`src/rtl/phase_sequencer_if.sv`:
```
// phase_sequencer_if: run/halt/done control inputs and ck/stb step-phase outputs of the PDP-8 phase sequencer.
// sstep exists only when SEQ_SINGLESTEP_EN is defined.
interface phase_sequencer_if;
  logic run;
  logic halt;
  logic done;
`ifdef SEQ_SINGLESTEP_EN
  logic sstep;
`endif
  logic ck1, ck2, ck3, ck4, ck5, ck6;
  logic stb1, stb2, stb3, stb4, stb5, stb6;
  logic running;
  logic seqerr;
  logic [11:0] icount;
  modport master (
    input  run, halt, done,
`ifdef SEQ_SINGLESTEP_EN
    input  sstep,
`endif
    output ck1, ck2, ck3, ck4, ck5, ck6,
    output stb1, stb2, stb3, stb4, stb5, stb6,
    output running, seqerr, icount
  );
  modport slave (
    output run, halt, done,
`ifdef SEQ_SINGLESTEP_EN
    output sstep,
`endif
    input  ck1, ck2, ck3, ck4, ck5, ck6,
    input  stb1, stb2, stb3, stb4, stb5, stb6,
    input  running, seqerr, icount
  );
endinterface

```
`src/rtl/phase_sequencer.sv`:
```
// phase_sequencer: one-hot ck/stb step-phase generator with run/halt, sticky overrun and instruction count.
// Optional single-step mode under SEQ_SINGLESTEP_EN.
module phase_sequencer #(
  parameter int MAX_STEP  = 6,
  parameter bit RESET_RUN = 1'b0
) (
  input logic clk,
  input logic reset_n,
  phase_sequencer_if.master bus
);
  localparam logic [11:0] CK_MASK = 12'h555;
  localparam logic [11:0] CK1     = 12'h001;
  // bit 2(N-1) is ckN, bit 2N-1 is stbN; all-zero is HALTED
  logic [11:0] ph_q, ph_d;
  logic [11:0] cnt_q, cnt_d;
  logic        boot_q, hp_q, hp_d, err_q, err_d;
  logic        halted, accept, stop, last_stb;
  always_ff @(posedge clk or negedge reset_n) begin
    if (!reset_n) begin
      ph_q   <= '0;
      cnt_q  <= '0;
      boot_q <= 1'b1;
      hp_q   <= 1'b0;
      err_q  <= 1'b0;
    end else begin
      ph_q   <= ph_d;
      cnt_q  <= cnt_d;
      boot_q <= 1'b0;
      hp_q   <= hp_d;
      err_q  <= err_d;
    end
  end
  assign halted   = ph_q == '0;
  assign accept   = bus.done && |(ph_q & CK_MASK);
  assign last_stb = ph_q[2*MAX_STEP-1];
`ifdef SEQ_SINGLESTEP_EN
  assign stop = hp_q || bus.halt || bus.sstep;
`else
  assign stop = hp_q || bus.halt;
`endif
  always_comb begin
    ph_d  = ph_q;
    cnt_d = cnt_q;
    hp_d  = hp_q;
    err_d = err_q;
    if (halted) begin
      if ((boot_q && RESET_RUN) || (bus.run && !bus.halt)) begin
        ph_d  = CK1;
        hp_d  = 1'b0;
        err_d = 1'b0;
      end
    end else if (accept) begin
      cnt_d = cnt_q + 12'd1;
      ph_d  = stop ? '0 : CK1;
      hp_d  = 1'b0;
    end else if (last_stb) begin
      ph_d  = '0;
      hp_d  = 1'b0;
      err_d = 1'b1;
    end else begin
      ph_d = ph_q << 1;
      hp_d = hp_q || bus.halt;
    end
  end
  always_comb begin
    {bus.stb6, bus.ck6, bus.stb5, bus.ck5, bus.stb4, bus.ck4,
     bus.stb3, bus.ck3, bus.stb2, bus.ck2, bus.stb1, bus.ck1} = ph_q;
    bus.running = |ph_q;
    bus.seqerr  = err_q;
    bus.icount  = cnt_q;
  end
endmodule
```
`src/flat_wrapper.sv`:
```
// flat-port wrapper written by rule: the top's interface ports become plain ports
module phase_sequencer_flat 
#(
  parameter int MAX_STEP  = 6,
  parameter bit RESET_RUN = 1'b0
)
  (clk, reset_n, bus_run, bus_halt, bus_done, bus_ck1, bus_ck2, bus_ck3, bus_ck4, bus_ck5, bus_ck6, bus_stb1, bus_stb2, bus_stb3, bus_stb4, bus_stb5, bus_stb6, bus_running, bus_seqerr, bus_icount);
  phase_sequencer_if bus_i ();
  input logic clk;
  input logic reset_n;
  input wire logic [$bits(bus_i.run)-1:0] bus_run;
  input wire logic [$bits(bus_i.halt)-1:0] bus_halt;
  input wire logic [$bits(bus_i.done)-1:0] bus_done;
  output wire logic [$bits(bus_i.ck1)-1:0] bus_ck1;
  output wire logic [$bits(bus_i.ck2)-1:0] bus_ck2;
  output wire logic [$bits(bus_i.ck3)-1:0] bus_ck3;
  output wire logic [$bits(bus_i.ck4)-1:0] bus_ck4;
  output wire logic [$bits(bus_i.ck5)-1:0] bus_ck5;
  output wire logic [$bits(bus_i.ck6)-1:0] bus_ck6;
  output wire logic [$bits(bus_i.stb1)-1:0] bus_stb1;
  output wire logic [$bits(bus_i.stb2)-1:0] bus_stb2;
  output wire logic [$bits(bus_i.stb3)-1:0] bus_stb3;
  output wire logic [$bits(bus_i.stb4)-1:0] bus_stb4;
  output wire logic [$bits(bus_i.stb5)-1:0] bus_stb5;
  output wire logic [$bits(bus_i.stb6)-1:0] bus_stb6;
  output wire logic [$bits(bus_i.running)-1:0] bus_running;
  output wire logic [$bits(bus_i.seqerr)-1:0] bus_seqerr;
  output wire logic [$bits(bus_i.icount)-1:0] bus_icount;
  assign bus_i.run = bus_run;
  assign bus_i.halt = bus_halt;
  assign bus_i.done = bus_done;
  assign bus_ck1 = bus_i.ck1;
  assign bus_ck2 = bus_i.ck2;
  assign bus_ck3 = bus_i.ck3;
  assign bus_ck4 = bus_i.ck4;
  assign bus_ck5 = bus_i.ck5;
  assign bus_ck6 = bus_i.ck6;
  assign bus_stb1 = bus_i.stb1;
  assign bus_stb2 = bus_i.stb2;
  assign bus_stb3 = bus_i.stb3;
  assign bus_stb4 = bus_i.stb4;
  assign bus_stb5 = bus_i.stb5;
  assign bus_stb6 = bus_i.stb6;
  assign bus_running = bus_i.running;
  assign bus_seqerr = bus_i.seqerr;
  assign bus_icount = bus_i.icount;
  phase_sequencer #(.MAX_STEP(MAX_STEP), .RESET_RUN(RESET_RUN)) u_core (.clk(clk), .reset_n(reset_n), .bus(bus_i));
endmodule
```
`config.mk`:
```
export PLATFORM = sky130hd
export DESIGN_NAME = phase_sequencer_flat
export DESIGN_NICKNAME = d
export VERILOG_FILES = /design/src/rtl/phase_sequencer_if.sv /design/src/rtl/phase_sequencer.sv /design/src/flat_wrapper.sv
export SDC_FILE = /design/constraint.sdc
export NUM_CORES = 1
export LEC_CHECK = 0
export BUFFER_PORTS_ARGS = -buffer_cell sky130_fd_sc_hd__buf_2
export CORE_ASPECT_RATIO = 0.75
export CORE_MARGIN = 2
export CORE_UTILIZATION = 35
export CTS_BUF_LIST = sky130_fd_sc_hd__clkbuf_8
export CTS_CLUSTER_SIZE = 12
export DETAILED_ROUTE_END_ITERATION = 10
export GPL_TIMING_DRIVEN = 0
export PLACE_DENSITY = 0.62
export SETUP_SLACK_MARGIN = 0.15
export SLEW_MARGIN = 40
export SYNTH_ARGS = -nofsm -noshare
export SYNTH_HDL_FRONTEND = slang
export SYNTH_SLANG_ARGS = --single-unit
export TNS_END_PERCENT = 20
```
`constraint.sdc`:
```
create_clock -name clk -period 1.8 [get_ports clk]
set_clock_uncertainty 0.15 [all_clocks]
set_input_delay 0 -clock clk [delete_from_list [all_inputs] [get_ports clk]]
set_output_delay 0 -clock clk [all_outputs]
set_load 0.01 [all_outputs]
```
* Word level (Yosys, flattened, before mapping)
Cells that the tools add are included.
** Storage, ports and cells
- Memories :: 0
- Bits in read-only memories :: 0
- Latch bits :: 0
- Input port bits :: 5
- Output and inout bits :: 26
- Register bits :: 26
- Memory bits (writable) :: 0
- Logic and storage cells :: 30
** Cells by class
- $mul :: 0
- Reductions and logical operators :: 10
- Shift-type cells :: 0
- Muxes and demuxes :: 12
- Eq/ne operators :: 2
- Add/sub/neg operators :: 1
- Div/mod/pow operators :: 0
- Order comparisons :: 0
- Bitwise logic cells :: 1
** Operators by type and width (count)
- two-way mux 12 bit :: 4
- adder 12 x 1 -> 12 bit (second input constant) :: 1
- zero test 12 bit :: 1
- OR reduction 12 bit :: 1
- two-way mux 1 bit :: 8
- OR reduction 6 bit :: 1
- AND reduction 3 bit :: 1
- logical AND 1 bit :: 2
- inequality test 2 x 1 -> 1 bit (second input constant) :: 1
- inequality test 2 bit (second input constant) :: 1
- AND reduction 2 bit :: 1
- nonzero test 2 bit :: 1
- zero test 1 bit :: 1
- logical OR 1 bit :: 1
- inverter 1 bit :: 1

* Logic depth before layout (Yosys ltp)
- Word-level depth :: 4
- Mapped depth :: 5
- Depth with buffers taken out :: 5

* Worst setup path before layout
OpenSTA, ideal clock, no wires.
- Kind :: register to register
- Start :: reg u_core.ph_q[0]
- End :: reg u_core.hp_q
- Data arrival time :: 1.326 ns
- Stages on the path, launching flop included :: 6
- Buffers on the path :: 0
- Required time :: 1.516 ns
- Library setup time :: 0.134 ns
- Slack :: 0.190 ns
- Period minus slack after synthesis :: 1.610 ns
- Cell sequence :: dfrtp_1 > nor4_4 > and4_4 > inv_1 > a21oi_1 > nor4_2
** On the way
- Longest elaborated chain between the ends :: 4
- Elaborated cells between the ends (all ways) :: 6
- Classes of those cells :: 1 x eq/ne; 2 x mux; 3 x reduce/logical
** RTL lines
- from (decl) :: RTL line phase_sequencer.sv:14 : logic [11:0] ph_q, ph_d;
- from (signal assigned) :: RTL line phase_sequencer.sv:26 : ph_q <= ph_d;
- OR reduction 6 bit :: RTL line phase_sequencer.sv:34 : assign accept = bus.done && |(ph_q & CK_MASK);
- logical AND 1 bit :: RTL line phase_sequencer.sv:34
- two-way mux 1 bit :: RTL line phase_sequencer.sv:52 : end else if (accept) begin
- two-way mux 1 bit :: RTL line phase_sequencer.sv:46 : if (halted) begin
- to (signal assigned) :: RTL line phase_sequencer.sv:29 : hp_q <= hp_d;
- to (decl) :: RTL line phase_sequencer.sv:16 : logic boot_q, hp_q, hp_d, err_q, err_d;
Parallel ways exist; a longest one is shown, timed or not.
A chain may end at the register's enable or synchronous reset.

* Worst setup path after layout
- Start :: reg u_core.ph_q[0]
- End :: out bus_running
** On the way
- Longest elaborated chain between the ends :: 1
** RTL lines
- OR reduction 12 bit :: RTL line phase_sequencer.sv:68 : bus.running = |ph_q;
- to (decl) :: RTL line flat_wrapper.sv:26 : output wire logic [$bits(bus_i.running)-1:0] bus_running;
No other way between the ends.

==> key figures <==
Routing
  – Initial DRC count: 37
  – Final ANT Viol Nets: 0
  – Routed WL: 2.16 mm
  – DRC: 0
  – DRT Pass-1 Iters: 4
  – Vias per inst: 4.85
  – DR WL/cell: 13.0 microns
  – Routed vias: 805

Worst setup path
  – Worst EP required: 1.65 ns
  – Crit Path Class: reg2out
  – Data arrival, critical path: 1.52 ns
  – Nature of the critical path endpoint: output port
  – Worst-path fanout max: 4
  – RR Startpoint: u_core.ph_q[0]$_DFFE_PN0P_
  – Crit. Startpoint: u_core.ph_q[0]$_DFFE_PN0P_
  – Startpoint types: flip-flop

Global routing
  – First-pass GRT wire length: 3.55 mm
  – Initial antenna violation count: 0
  – Largest net degree at the start of global routing: 27
  – Remaining global-route overflow: 0
  – Vias in the first global route: 806
  – GRT Util Overall: 0.138

Logic synthesis
  – Synthesized instance count: 87
  – Syn avg cell area: 12.6 sq um
  – Post-synthesis adder-cell area fraction: 0.0114
  – Largest family of logic cells by synthesized area: simple AND/OR/NAND/NOR gates
  – Synthesized area: 0.00110 sq mm
  – XOR/XNOR Fraction of Synth Area: 0.0879
  – Mux contribution to synthesized area: 0.0103
  – Warnings, synthesis: 0
  – Synth Area in Compound Gates: 0.0342
  – Yosys reg bits: 26
  – Sequential area share after synthesis: 0.594
  – Simple-gate portion of the synthesized area: 0.245
  – Netlist cell types: 28
  – Syn_nets: 93

Die
  – Die X: 68.6 microns
  – Number of placement rows: 17
  – Die area: 0.00360 sq mm
  – Die Y: 52.5 microns
  – Core box area: 0.00296 sq mm
  – Boundary pin count: 31
  – Starting Density: 0.371

Timing
  – Final period demand of the worst path: 1.67 ns
  – Setup TNS: 0 ns
  – Tcrit/Tclk final: 0.927
  – Fin Hold WS: 0.0885 ns
  – FMAX: 599 MHz
  – Tightest Pin Transition: 0.562 ns
  – Final setup fails: 0
  – Max-slew violations: 0
  – Final Hold Fails: 0
  – Rel. slew slack: 0.625
  – Unrepaired setup endpoints after global routing: yes

Hold path
  – Hold Crit Class: in2async

Clock network
  – Clk sink count: 26
  – TritonCTS Buffers: 3
  – Clk pin slew, worst setup/hold paths: 0.09 ns
  – Clk buf depth: 2
  – H-tree level count: 1
  – CTS Root Cell: clkbuf_8
  – Clk Latency, worst-skew pair: 0.27 ns
  – CTS tree: yes

Cells and area
  – Layout area overhead: 31.7%
  – Ant diodes: 0
  – Final net count: 135
  – Most frequent cells in the layout: buf_2, dfrtp_1, xnor2_1, and2_1
  – Layout cell share with drive strength beyond 1: 0.383
  – Commonest non-fill, non-tap cell in the layout: buf_2

Pwr
  – VDD IR-drop max: 0.962 mV
  – Pleak: 0.755 nW
  – Cell Pwr Density: 1160 mW/mm^2

Flow run
  – Max-Cap Viols: 0

Placed design
  – DP HPWL: 1.56 mm
  – Port Buf Inserts: 30
  – GP Congestion: 0.772

Run status
  – Status: completed
## synth_stat cells
master | number | area (sq um)
nand3_1 | 1 | 5.00
dfrtp_1 | 26 | 651
nand2_1 | 5 | 18.8
nand4_1 | 5 | 31.3
and3_1 | 5 | 31.3
nor3_2 | 1 | 10.0
a21oi_2 | 1 | 8.76
inv_1 | 2 | 7.51
a2bb2oi_1 | 1 | 8.76
and2_2 | 1 | 7.51
mux2_2 | 1 | 11.3
nor4_2 | 1 | 12.5
nor3b_1 | 2 | 15.0
nor2_1 | 4 | 15.0
and4_2 | 1 | 10.0
a21oi_1 | 2 | 10.0
nor4_1 | 1 | 6.26
a211o_2 | 1 | 10.0
and2b_2 | 1 | 8.76
buf_6 | 1 | 11.3
and4_1 | 1 | 8.76
and4_4 | 1 | 11.3
xnor2_1 | 9 | 78.8
ha_1 | 1 | 12.5
and2_1 | 8 | 50.1
xor2_1 | 2 | 17.5
nand2b_1 | 1 | 6.26
nor4_4 | 1 | 21.3
## area by class of cell
type / count / area (sq um)
inverters: 2 / 10.0
repair buffers: 37 / 219
flip-flops and latches: 26 / 651
clock buffers: 3 / 41.3
well taps: 38 / 47.5
fillers: 277 / 1510
multi-input cells: 58 / 434
plain buffers: 1 / 11.3
clock inverters: 1 / 30.0
## per-stage QoR
step	setup slack, ns	util	area [sq um]	power, mW	cells
global route	0.0461	0.488	1440	1.78	166
detailed placement	0.146	0.438	1290	1.15	155
floorplan	0.190	-	1100	0.995	87
finish	0.131	0.488	1440	1.67	166
global placement	0.160	0.438	1290	1.14	155
CTS	0.137	0.483	1430	1.67	165
## logic make-up (layout without fill, tap and decap cells)
kind of cell,count (synthesis),count (layout)
simple gates,40,40
flops,26,26
xor+xnor,11,11
compound gates,5,5
buf+inv,3,44
fa+ha+maj,1,1
mux,1,1
## path summary, 6_finish.rpt
path | endpoint | slack, ns | depth (start not counted)
worst max-delay path | bus_running | 0.13 | 4
worst min-delay path | u_core.ph_q[7]$_DFFE_PN0P_ | 0.09 | 2
worst max register to register | u_core.bus.icount[3]$_DFFE_PN0P_ | 0.15 | 4
worst min register to register | u_core.bus.icount[11]$_DFFE_PN0P_ | 0.33 | 1
max in group asynchronous | u_core.ph_q[5]$_DFFE_PN0P_ | 1.02 | 2
min in group clk | u_core.ph_q[0]$_DFFE_PN0P_ | 0.31 | 3
## worst max-delay path, stage by stage, from the launching register on
cell and delay [ns]:
dfrtp_1 0.41, nor4_4 0.35, and4_4 0.34, inv_4 0.05, buf_6 0.11
## flip-flops by register name, summed over array words and instances (netlist names)
name and count:
u_core.bus.icount 12, u_core.ph_q 12, u_core.bus.seqerr 1, u_core.hp_q 1
## power breakdown
group          internal [mW]  leakage [nW]  total [mW]  switching (mW)
Clock                  0.297        0.0357       0.474           0.176
Sequential             0.664         0.353       0.746          0.0815
Combinational          0.225         0.366       0.451           0.226
Total                   1.19         0.755        1.67           0.484
## what timing repair did
item	4_1_cts	5_1_grt
pin swaps	2	3
buffers inserted	2	1
hold endpoints to repair	33	0
setup endpoints to repair	7	13
hold buffers	4	0
cloned	0	0
gates resized for setup	3	2
## per-layer routing
metal,up-vias,global-route usage,share of wire
met5,-,0,0
met3,2,0.0452,0.045
li1,384,-,-
met2,15,0.208,0.49
met4,0,0.0500,0.013
met1,404,0.185,0.45
Note: power is estimated with default switching activity, not from simulation.
